### src/rtl/div_unit_if.sv
`default_nettype none
// ============================================================================
// Module      : div_unit_if
// Description : Handshake/data bundle between the execute stage and the
//               multi-cycle divider.
//                 signed_div_i  1 = signed (DIV), 0 = unsigned (DIVU)
//                 opdata1_i     dividend
//                 opdata2_i     divisor
//                 start_i       request, held until ready_o
//                 annul_i       abort (flush / exception)
//                 result_o      {remainder, quotient}
//                 ready_o       result valid
//               Suffixes are named from the divider's point of view.
//               master = execute stage, slave = divider.
// Revision    : 1.0 - initial release
// ============================================================================
interface div_unit_if #(
  parameter int DATA_W = 32
);
  logic                  signed_div_i;
  logic [DATA_W-1:0]     opdata1_i;
  logic [DATA_W-1:0]     opdata2_i;
  logic                  start_i;
  logic                  annul_i;
  logic [2*DATA_W-1:0]   result_o;
  logic                  ready_o;

  modport master (
    output signed_div_i, opdata1_i, opdata2_i, start_i, annul_i,
    input  result_o, ready_o
  );

  modport slave (
    input  signed_div_i, opdata1_i, opdata2_i, start_i, annul_i,
    output result_o, ready_o
  );
endinterface
`default_nettype wire

### src/rtl/div_unit.sv
`default_nettype none
// ============================================================================
// Module      : div_unit
// Description : Multi-cycle DIV/DIVU unit, one radix-2 restoring step per
//               clock. Returns {remainder, quotient} with a ready flag.
//               Ports:
//                 clk  clock, rising edge
//                 rst  synchronous reset, active low
//                 bus  div_unit_if.slave (operands, start/annul, result/ready)
//               Optional build macro DIV_EARLY_OUT_EN: when |dividend| <
//               |divisor| the iterations are skipped (quotient 0, remainder =
//               dividend). Results are identical in both builds.
// Revision    : 1.0 - initial release
// ============================================================================
module div_unit #(
  parameter int DATA_W = 32,
  parameter int ITER   = 32   // must equal DATA_W
) (
  input  logic       clk,
  input  logic       rst,
  div_unit_if.slave  bus
);

  localparam int CNT_W = $clog2(ITER + 1);

  localparam logic [1:0] S_FREE   = 2'd0;
  localparam logic [1:0] S_BYZERO = 2'd1;
  localparam logic [1:0] S_ON     = 2'd2;
  localparam logic [1:0] S_END    = 2'd3;

  logic [1:0]          state_q,   state_d;
  logic [CNT_W-1:0]    cnt_q,     cnt_d;
  // {remainder, dividend/quotient}. The remainder always stays below the
  // divisor, so it fits in DATA_W bits; the extra trial bit lives only in
  // the combinational candidate below.
  logic [2*DATA_W-1:0] work_q,    work_d;
  logic [DATA_W-1:0]   divisor_q, divisor_d;
  logic                neg_quo_q, neg_quo_d;
  logic                neg_rem_q, neg_rem_d;
  logic [2*DATA_W-1:0] result_q,  result_d;
  logic                ready_q,   ready_d;

  // --------------------------------------------------------------------------
  // Operand conditioning (only consumed in FREE)
  // --------------------------------------------------------------------------
  logic              w_go;
  logic              w_dvd_neg;
  logic              w_dvs_neg;
  logic [DATA_W-1:0] w_dvd_abs;
  logic [DATA_W-1:0] w_dvs_abs;
  logic              w_div_zero;
  logic              w_early;

  assign w_go       = bus.start_i & ~bus.annul_i;
  assign w_dvd_neg  = bus.signed_div_i & bus.opdata1_i[DATA_W-1];
  assign w_dvs_neg  = bus.signed_div_i & bus.opdata2_i[DATA_W-1];
  assign w_dvd_abs  = w_dvd_neg ? -bus.opdata1_i : bus.opdata1_i;
  assign w_dvs_abs  = w_dvs_neg ? -bus.opdata2_i : bus.opdata2_i;
  assign w_div_zero = (bus.opdata2_i == '0);

`ifdef DIV_EARLY_OUT_EN
  assign w_early = (w_dvd_abs < w_dvs_abs) & ~w_div_zero;
`else
  assign w_early = 1'b0;
`endif

  // --------------------------------------------------------------------------
  // One restoring step: shift in the next dividend bit, try the subtraction
  // --------------------------------------------------------------------------
  logic [DATA_W:0]     w_cand;
  logic                w_ge;
  logic [DATA_W-1:0]   w_diff;
  logic [2*DATA_W-1:0] w_step;

  assign w_cand = work_q[2*DATA_W-1:DATA_W-1];
  assign w_ge   = (w_cand >= {1'b0, divisor_q});
  // When w_ge holds the difference is below the divisor, so DATA_W bits suffice.
  assign w_diff = w_cand[DATA_W-1:0] - divisor_q;
  assign w_step = w_ge ? {w_diff,              work_q[DATA_W-2:0], 1'b1}
                       : {w_cand[DATA_W-1:0],  work_q[DATA_W-2:0], 1'b0};

  // Sign correction of the finished result
  logic [DATA_W-1:0] w_quo;
  logic [DATA_W-1:0] w_rem;

  assign w_quo = neg_quo_q ? -work_q[DATA_W-1:0]        : work_q[DATA_W-1:0];
  assign w_rem = neg_rem_q ? -work_q[2*DATA_W-1:DATA_W] : work_q[2*DATA_W-1:DATA_W];

  // --------------------------------------------------------------------------
  // State register
  // --------------------------------------------------------------------------
  always_ff @(posedge clk) begin
    if (!rst) begin
      state_q   <= S_FREE;
      cnt_q     <= '0;
      work_q    <= '0;
      divisor_q <= '0;
      neg_quo_q <= 1'b0;
      neg_rem_q <= 1'b0;
      result_q  <= '0;
      ready_q   <= 1'b0;
    end else begin
      state_q   <= state_d;
      cnt_q     <= cnt_d;
      work_q    <= work_d;
      divisor_q <= divisor_d;
      neg_quo_q <= neg_quo_d;
      neg_rem_q <= neg_rem_d;
      result_q  <= result_d;
      ready_q   <= ready_d;
    end
  end

  // --------------------------------------------------------------------------
  // Next-state logic
  // --------------------------------------------------------------------------
  always_comb begin
    state_d = state_q;
    case (state_q)
      S_FREE: begin
        if (w_go) begin
          // Early-out reuses the one-cycle BYZERO pass so both short paths
          // share the same latency.
          if (w_div_zero || w_early) state_d = S_BYZERO;
          else                       state_d = S_ON;
        end
      end
      S_BYZERO: state_d = w_go ? S_END : S_FREE;
      S_ON: begin
        if (!w_go)                            state_d = S_FREE;
        else if (cnt_q == CNT_W'(ITER - 1))  state_d = S_END;
      end
      S_END:    state_d = w_go ? S_END : S_FREE;
      default:  state_d = S_FREE;
    endcase
  end

  // --------------------------------------------------------------------------
  // Datapath / output logic
  // --------------------------------------------------------------------------
  always_comb begin
    cnt_d     = cnt_q;
    work_d    = work_q;
    divisor_d = divisor_q;
    neg_quo_d = neg_quo_q;
    neg_rem_d = neg_rem_q;
    result_d  = '0;
    ready_d   = 1'b0;
    case (state_q)
      S_FREE: begin
        if (w_go) begin
          cnt_d     = '0;
          divisor_d = w_dvs_abs;
          neg_quo_d = w_dvd_neg ^ w_dvs_neg;
          neg_rem_d = w_dvd_neg;
          if (w_div_zero)   work_d = '0;
          else if (w_early) work_d = {w_dvd_abs, {DATA_W{1'b0}}};
          else              work_d = {{DATA_W{1'b0}}, w_dvd_abs};
        end
      end
      S_ON: begin
        cnt_d  = cnt_q + 1'b1;
        work_d = w_step;
      end
      S_END: begin
        if (w_go) begin
          result_d = {w_rem, w_quo};
          ready_d  = 1'b1;
        end
      end
      default: ;
    endcase
  end

  assign bus.result_o = result_q;
  assign bus.ready_o  = ready_q;

endmodule
`default_nettype wire

### src/flat_wrapper.sv
// flat-port wrapper written by rule: the top's interface ports become plain ports
module div_unit_flat 
#(
  parameter int DATA_W = 32,
  parameter int ITER   = 32                       
)
  (clk, rst, bus_signed_div_i, bus_opdata1_i, bus_opdata2_i, bus_start_i, bus_annul_i, bus_result_o, bus_ready_o);
  div_unit_if #(.DATA_W(DATA_W)) bus_i ();
  input  logic clk;
  input  logic rst;
  input wire logic [$bits(bus_i.signed_div_i)-1:0] bus_signed_div_i;
  input wire logic [$bits(bus_i.opdata1_i)-1:0] bus_opdata1_i;
  input wire logic [$bits(bus_i.opdata2_i)-1:0] bus_opdata2_i;
  input wire logic [$bits(bus_i.start_i)-1:0] bus_start_i;
  input wire logic [$bits(bus_i.annul_i)-1:0] bus_annul_i;
  output wire logic [$bits(bus_i.result_o)-1:0] bus_result_o;
  output wire logic [$bits(bus_i.ready_o)-1:0] bus_ready_o;
  assign bus_i.signed_div_i = bus_signed_div_i;
  assign bus_i.opdata1_i = bus_opdata1_i;
  assign bus_i.opdata2_i = bus_opdata2_i;
  assign bus_i.start_i = bus_start_i;
  assign bus_i.annul_i = bus_annul_i;
  assign bus_result_o = bus_i.result_o;
  assign bus_ready_o = bus_i.ready_o;
  div_unit #(.DATA_W(DATA_W), .ITER(ITER)) u_core (.clk(clk), .rst(rst), .bus(bus_i));
endmodule
### config.mk
export PLATFORM = sky130hd
export DESIGN_NAME = div_unit_flat
export DESIGN_NICKNAME = d
export VERILOG_FILES = /design/src/rtl/div_unit_if.sv /design/src/rtl/div_unit.sv /design/src/flat_wrapper.sv
export SDC_FILE = /design/constraint.sdc
export NUM_CORES = 1
export LEC_CHECK = 0
export ABC_AREA = 1
export BUFFER_PORTS_ARGS = -buffer_cell sky130_fd_sc_hd__buf_2
export CAP_MARGIN = 20
export CORE_AREA = 2 2 152 213
export CTS_CLUSTER_DIAMETER = 50
export DETAILED_ROUTE_END_ITERATION = 8
export DIE_AREA = 0 0 154 215
export PLACE_DENSITY = 0.66
export SYNTH_ARGS = -nofsm -noshare
export SYNTH_HDL_FRONTEND = slang
export SYNTH_SLANG_ARGS = --single-unit
export TNS_END_PERCENT = 5
### constraint.sdc
create_clock -name clk -period 2.1 [get_ports clk]
set_input_delay 0 -clock clk [delete_from_list [all_inputs] [get_ports clk]]
set_output_delay 0 -clock clk [all_outputs]
set_load 0.02 [all_outputs]
# Word level (Yosys, flattened, before mapping)
# Index checks and enable logic that the tools add are counted.
dict set report word_totals {
  ff_bits 171
  inputBits 69
  elab_cells 52
}
dict set report classes {
  add_sub_neg 6
  order_cmp 1
  n_eq_ne 6
  n_mux 17
  bitwise 5
  n_reduce_logical 9
}
# operator count
set op_table {}
lappend op_table {{two-way mux 32 bit} 5}
lappend op_table {{two-way mux 64 bit} 2}
lappend op_table {{negator 32 bit} 4}
lappend op_table {{one-hot mux 64 bit (2 select lines)} 1}
lappend op_table {{greater-or-equal comparator 33 x 32 -> 1 bit} 1}
lappend op_table {{zero test 32 bit} 1}
lappend op_table {{subtractor 32 bit} 1}
lappend op_table {{one-hot mux 6 bit (2 select lines)} 1}
lappend op_table {{two-way mux 2 bit} 5}
lappend op_table {{AND reduction 2 bit} 4}
lappend op_table {{adder 6 x 1 -> 6 bit (second input constant)} 1}
lappend op_table {{equality test 6 x 5 -> 1 bit (second input constant)} 1}
lappend op_table {{two-way mux 6 bit} 1}
lappend op_table {{one-hot mux 2 bit (3 select lines)} 1}
lappend op_table {{equality test 2 bit (second input constant)} 2}
lappend op_table {{bitwise AND 1 bit} 3}
lappend op_table {{inequality test 3 bit (second input constant)} 1}
lappend op_table {{AND reduction 3 bit} 1}
lappend op_table {{equality test 2 x 1 -> 1 bit (second input constant)} 1}
lappend op_table {{zero test 2 bit} 1}
lappend op_table {{inequality test 2 x 1 -> 1 bit (second input constant)} 1}
lappend op_table {{nonzero test 2 bit} 1}
lappend op_table {{OR reduction 2 bit} 1}
lappend op_table {{two-way mux 1 bit} 1}
lappend op_table {{2 further kinds} 2}

# Longest topological paths before layout
dict set report depth {
  word_depth 5
  ltp_mapped 17
}

# Worst setup path before layout
# OpenSTA, ideal clock, no wires.
dict set report synth_timing {
  path_type {register to register}
  from {register u_core.work_q[31]}
  to {register u_core.work_q[60]}
  arrival_time_ns 1.918
  required_time_ns 2.030
  slack_ns 0.111
  stages_incl_launch_ff 18
  n_path_buf 0
  period_less_slack_ns 1.989
  path_cell_list {dfxtp_1 > inv_1 > ha_1 > inv_1 > fa_1 > nand3_1 > nand3_1 > nand2_1 > nand2_1 > nand2_1 > nand2_1 > nand2_1 > nand2_1 > nand2_1 > nand2_1 > nand2_1 > nand3_1 > a21oi_1}
}
dict set report synth_via {
  elab_chain_cells 3
  elab_cells_between_ends 4
}
# element line_no
set synth_rtl {}
lappend synth_rtl {{from (decl)} div_unit.sv:36} ;# logic [2*DATA_W-1:0] work_q, work_d;
lappend synth_rtl {{from (signal assigned)} div_unit.sv:105} ;# work_q <= work_d;
lappend synth_rtl {{subtractor 32 bit or greater-or-equal comparator 33 x 32 -> 1 bit (tied branches)} {div_unit.sv:78, div_unit.sv:76}}
lappend synth_rtl {{two-way mux 64 bit (*)} div_unit.sv:79} ;# assign w_step = w_ge ? {w_diff, work_q[DATA_W-2:0], 1'b1}
lappend synth_rtl {{one-hot mux 64 bit (2 select lines) (*)} div_unit.sv:149} ;# case (state_q)
# Every way passes the cells marked *; elsewhere a longest branch is shown, timed or not.
# A chain may end at the register's enable or synchronous reset.

# Worst setup path in the final report
dict set report layout_timing {
  from {register u_core.work_q[41]}
  to {register u_core.work_q[62]}
}
# The elaborated chain is that of the path after synthesis.

==> impl_metrics.csv <==
group,metric,value,unit
setup_path,cp_max_fo,4,
synthesis,ys_ff_latch,171,
drt,via_per_inst,5.189,
status,status,"finished, violations left",
synthesis,synth_compound_area_share,15.03,%
synthesis,synth_mux_area_share,0,%
global_routing,grt_pass1_vias,13355,
synthesis,synth_fa_ha_area_share,4.033,%
cts,htreeDepth,4,
timing,fmax,453.0,MHz
global_routing,grtUsageTotal,26.58,%
drt,vias,13855,
timing,worst_slew_pin_slew,0.9578,ns
drt,drc,0,
global_routing,grt_max_degree,80,
job,drv_cap,0,
cts,clk_latency,0.45,ns
power,p_total,10.71,mW
synthesis,synth.distinct_cells,49,
timing,slew_viol_final,0,
power,p_per_area,663.8,nW/um^2
setup_path,crit_path_end_kind,"flop",
synthesis,synth_top_family_by_area,"simple AND/OR/NAND/NOR gates",
synthesis,synth_area,11980,sq um
hold_path,min_from,"bus_opdata2_i[30]",
global_routing,met1_usage,26.09,%
timing,setup_viol,29,
final_layout,drive_gt1_share,25.36,%
timing,slew_headroom,36.14,%
timing,min_period,2.208,ns
drt,wirelength,45600,um
cts,clkTransAtPathRegs,0.07,ns
cts,cts_buffers,17,
global_routing,busiest_layer,"met2",
setup_path,reg2reg_from,"u_core.work_q[41]",
synthesis,yosys.area_share.simple,36.05,%
synthesis,synthXorXnorAreaFrac,4.022,%
setup_path,reg2reg_setup_slack,-0.11,ns
drt,wl_per_cell,17.08,um
placed_design,port_buffers,133,
synthesis,synth.most_common_cell,"nand2_1",
timing,skew,0.01374,ns
placed_design,dp_hpwl,34740,um
drt,postRouteAntennaNets,0,
setup_path,rr_worst_depth,15,
final_layout,area_delta_synth_final,34.75,%
global_routing,grt_pass1_wl,68690,um
synthesis,synth_top_flop_cell,"dfxtp_1",
setup_path,critPathArrivalTime,2.51,ns
synthesis,ys_async_sr_fraction,0,%
global_routing,gr-total-overflow,0,
floorplan,die_w,154,um
global_routing,antenna_found_initial,0,
cts,cts_root_buf,"clkbuf_16",
floorplan,pin_count,134,
setup_path,cp-start-kind,"flop",
floorplan,die_y,215,um
timing,hold_ws,0.008342,ns
status,violations,"negative setup slack",
setup_path,worstPathRequired,2.40,ns
synthesis,yosysWarnings,0,
hold_path,hold_class,"in -> reg",
synthesis,avgSynthCellArea,6.132,sq um
hold_path,min_to,"u_core.divisor_q[30]",
setup_path,cp-startpoint,"u_core.work_q[41]",
timing,hold_violations,0,
power,ir_worst_vdd,0.0006552,V
drt,drtIter0Drc,799,
floorplan,die-area,33110,sq um
setup_path,path_class,"reg -> reg",
synthesis,yosysTopAreaCell,"dfxtp_1",
placed_design,gp_congestion,1.000,
floorplan,core_area,31310,sq um
timing,setup_ws,-0.1077,ns
synthesis,syn-num-nets,2060,
cts,cts.path.max_buffers,2,
synthesis,yosysSeqAreaShare,28.58,%
final_layout,utilization,51.54,%
cts,clkSinkCount,171,
hold_path,hold_depth,5,
synthesis,synthTopCellsByArea,"dfxtp_1 29%, nand2_1 16%, inv_1 9.3%",
synthesis,yosys.area.top_type_share,28.58,%
synthesis,postSynthCellCount,1953,
timing,rsz0062_at_grt,"true",
cts,cts_tree,"yes",
floorplan,num_rows,77,
synthesis,yosys-top-cells-count,"504 x nand2_1, 296 x inv_1, 200 x nor2_1",
final_layout,antennaDiodeCount,0,
final_layout,nets,2369,
global_routing,use_met3,2.884,%
global_routing,grt.met2_usage,50.12,%
timing,finalCritPeriodShare,105.1,%
floorplan,start_util,38.25,%
synthesis,synth_edf_count,0,
setup_path,r2r-end,"u_core.work_q[62]",
power,leakage,7.713,nW
drt,dr.pass1.iters,5,
[placed cells by master, fill, tap and decap left out, types with 28 or more instances in the layout]
cell type and count:
nand2_2 34, inv_1 273, inv_2 28, buf_4 171
a21oi_1 162, dfxtp_1 134, o21ai_0 89, dlygate4sd3_1 39
nand2_1 470, dfxtp_2 34, nand3_1 141, ha_4 31
buf_2 133, nor3_1 29, xor2_1 30, nor2_1 185
[kinds of logic (layout without fill, tap and decap cells)]
kind of cell    Yosys count  after routing
simple gates            986            986
buf+inv                 370            692
compound gates          333            333
flops                   171            171
xor+xnor                 55             55
fa+ha+maj                38             38
[metrics by stage]
step	instances	setup TNS, ns	instance area, sq um	setup slack (ns)
after global routing	2670	-4.401	16140	-0.2245
after floorplan	1953	0	11980	0.1114
final	2670	-0.9726	16140	-0.1077
after global placement	2585	-5.013	14160	-0.1718
after CTS	2657	-2.524	15310	-0.09378
after detailed placement	2585	-5.802	14160	-0.1990
[final cells by class]
type | count | area [sq um]
clock buffer | 20 | 446.7
clock inverter | 12 | 133.9
fill | 3082 | 15170
inverter | 305 | 1150
multi-input combinational | 1412 | 7863
sequential | 171 | 3477
tap | 395 | 494.2
timing repair buffer | 355 | 2574
[worst max-delay path: stages, from the launching register on]
cell and delay (ns):
dfxtp_1 0.47, ha_4 0.26, nand2_1 0.12, inv_1 0.08, nand2_1 0.10, inv_1 0.07, a21oi_1 0.21, nand2_1 0.16
nand2_1 0.11, nand2_1 0.05, nand2_1 0.06, nand2_1 0.12, nand2_1 0.09, nand2_1 0.05, nand2_1 0.05, a21oi_1 0.06
[routing by layer]
metal | routed length [um] | share of wire [%]
met3 | 1737 | 3.8
met4 | 4174 | 9.2
met1 | 16160 | 35
met2 | 23520 | 52
met5 | 0 | 0
[power by group]
group | total [mW] | switching [mW] | internal [mW]
combinational | 4.04 | 2.36 | 1.69
sequential | 3.48 | 0.127 | 3.36
clock | 3.18 | 1.48 | 1.70
total | 10.7 | 3.97 | 6.75
[what timing repair did]
item	4_1_cts	5_1_grt
setup buffers	1	9
gates cloned	0	4
gates resized for setup	27	177
endpoints found under the hold margin	41	0
hold buffers	39	0
endpoints found under the setup margin	35	73
pin swaps	2	41
[worst max path at each step]
stage	slack (ns)	cells after the start	to
final	-0.11	15	u_core.work_q[62]
after floorplan	0.11	17	u_core.work_q[60]
after global placement	-0.17	14	u_core.work_q[58]
after detailed placement	-0.20	13	u_core.work_q[33]
after CTS	-0.09	13	u_core.work_q[33]
after global routing	-0.22	14	u_core.work_q[54]
[registers in the layout, indices dropped and copies added (netlist names)]
signal               count
u_core.divisor_q        32
u_core.state_q           2
u_core.bus.result_o     64
u_core.neg_quo_q         1
u_core.neg_rem_q         1
u_core.bus.ready_o       1
u_core.work_q           64
u_core.cnt_q             6
Note: power is estimated with default switching activity, not from simulation.
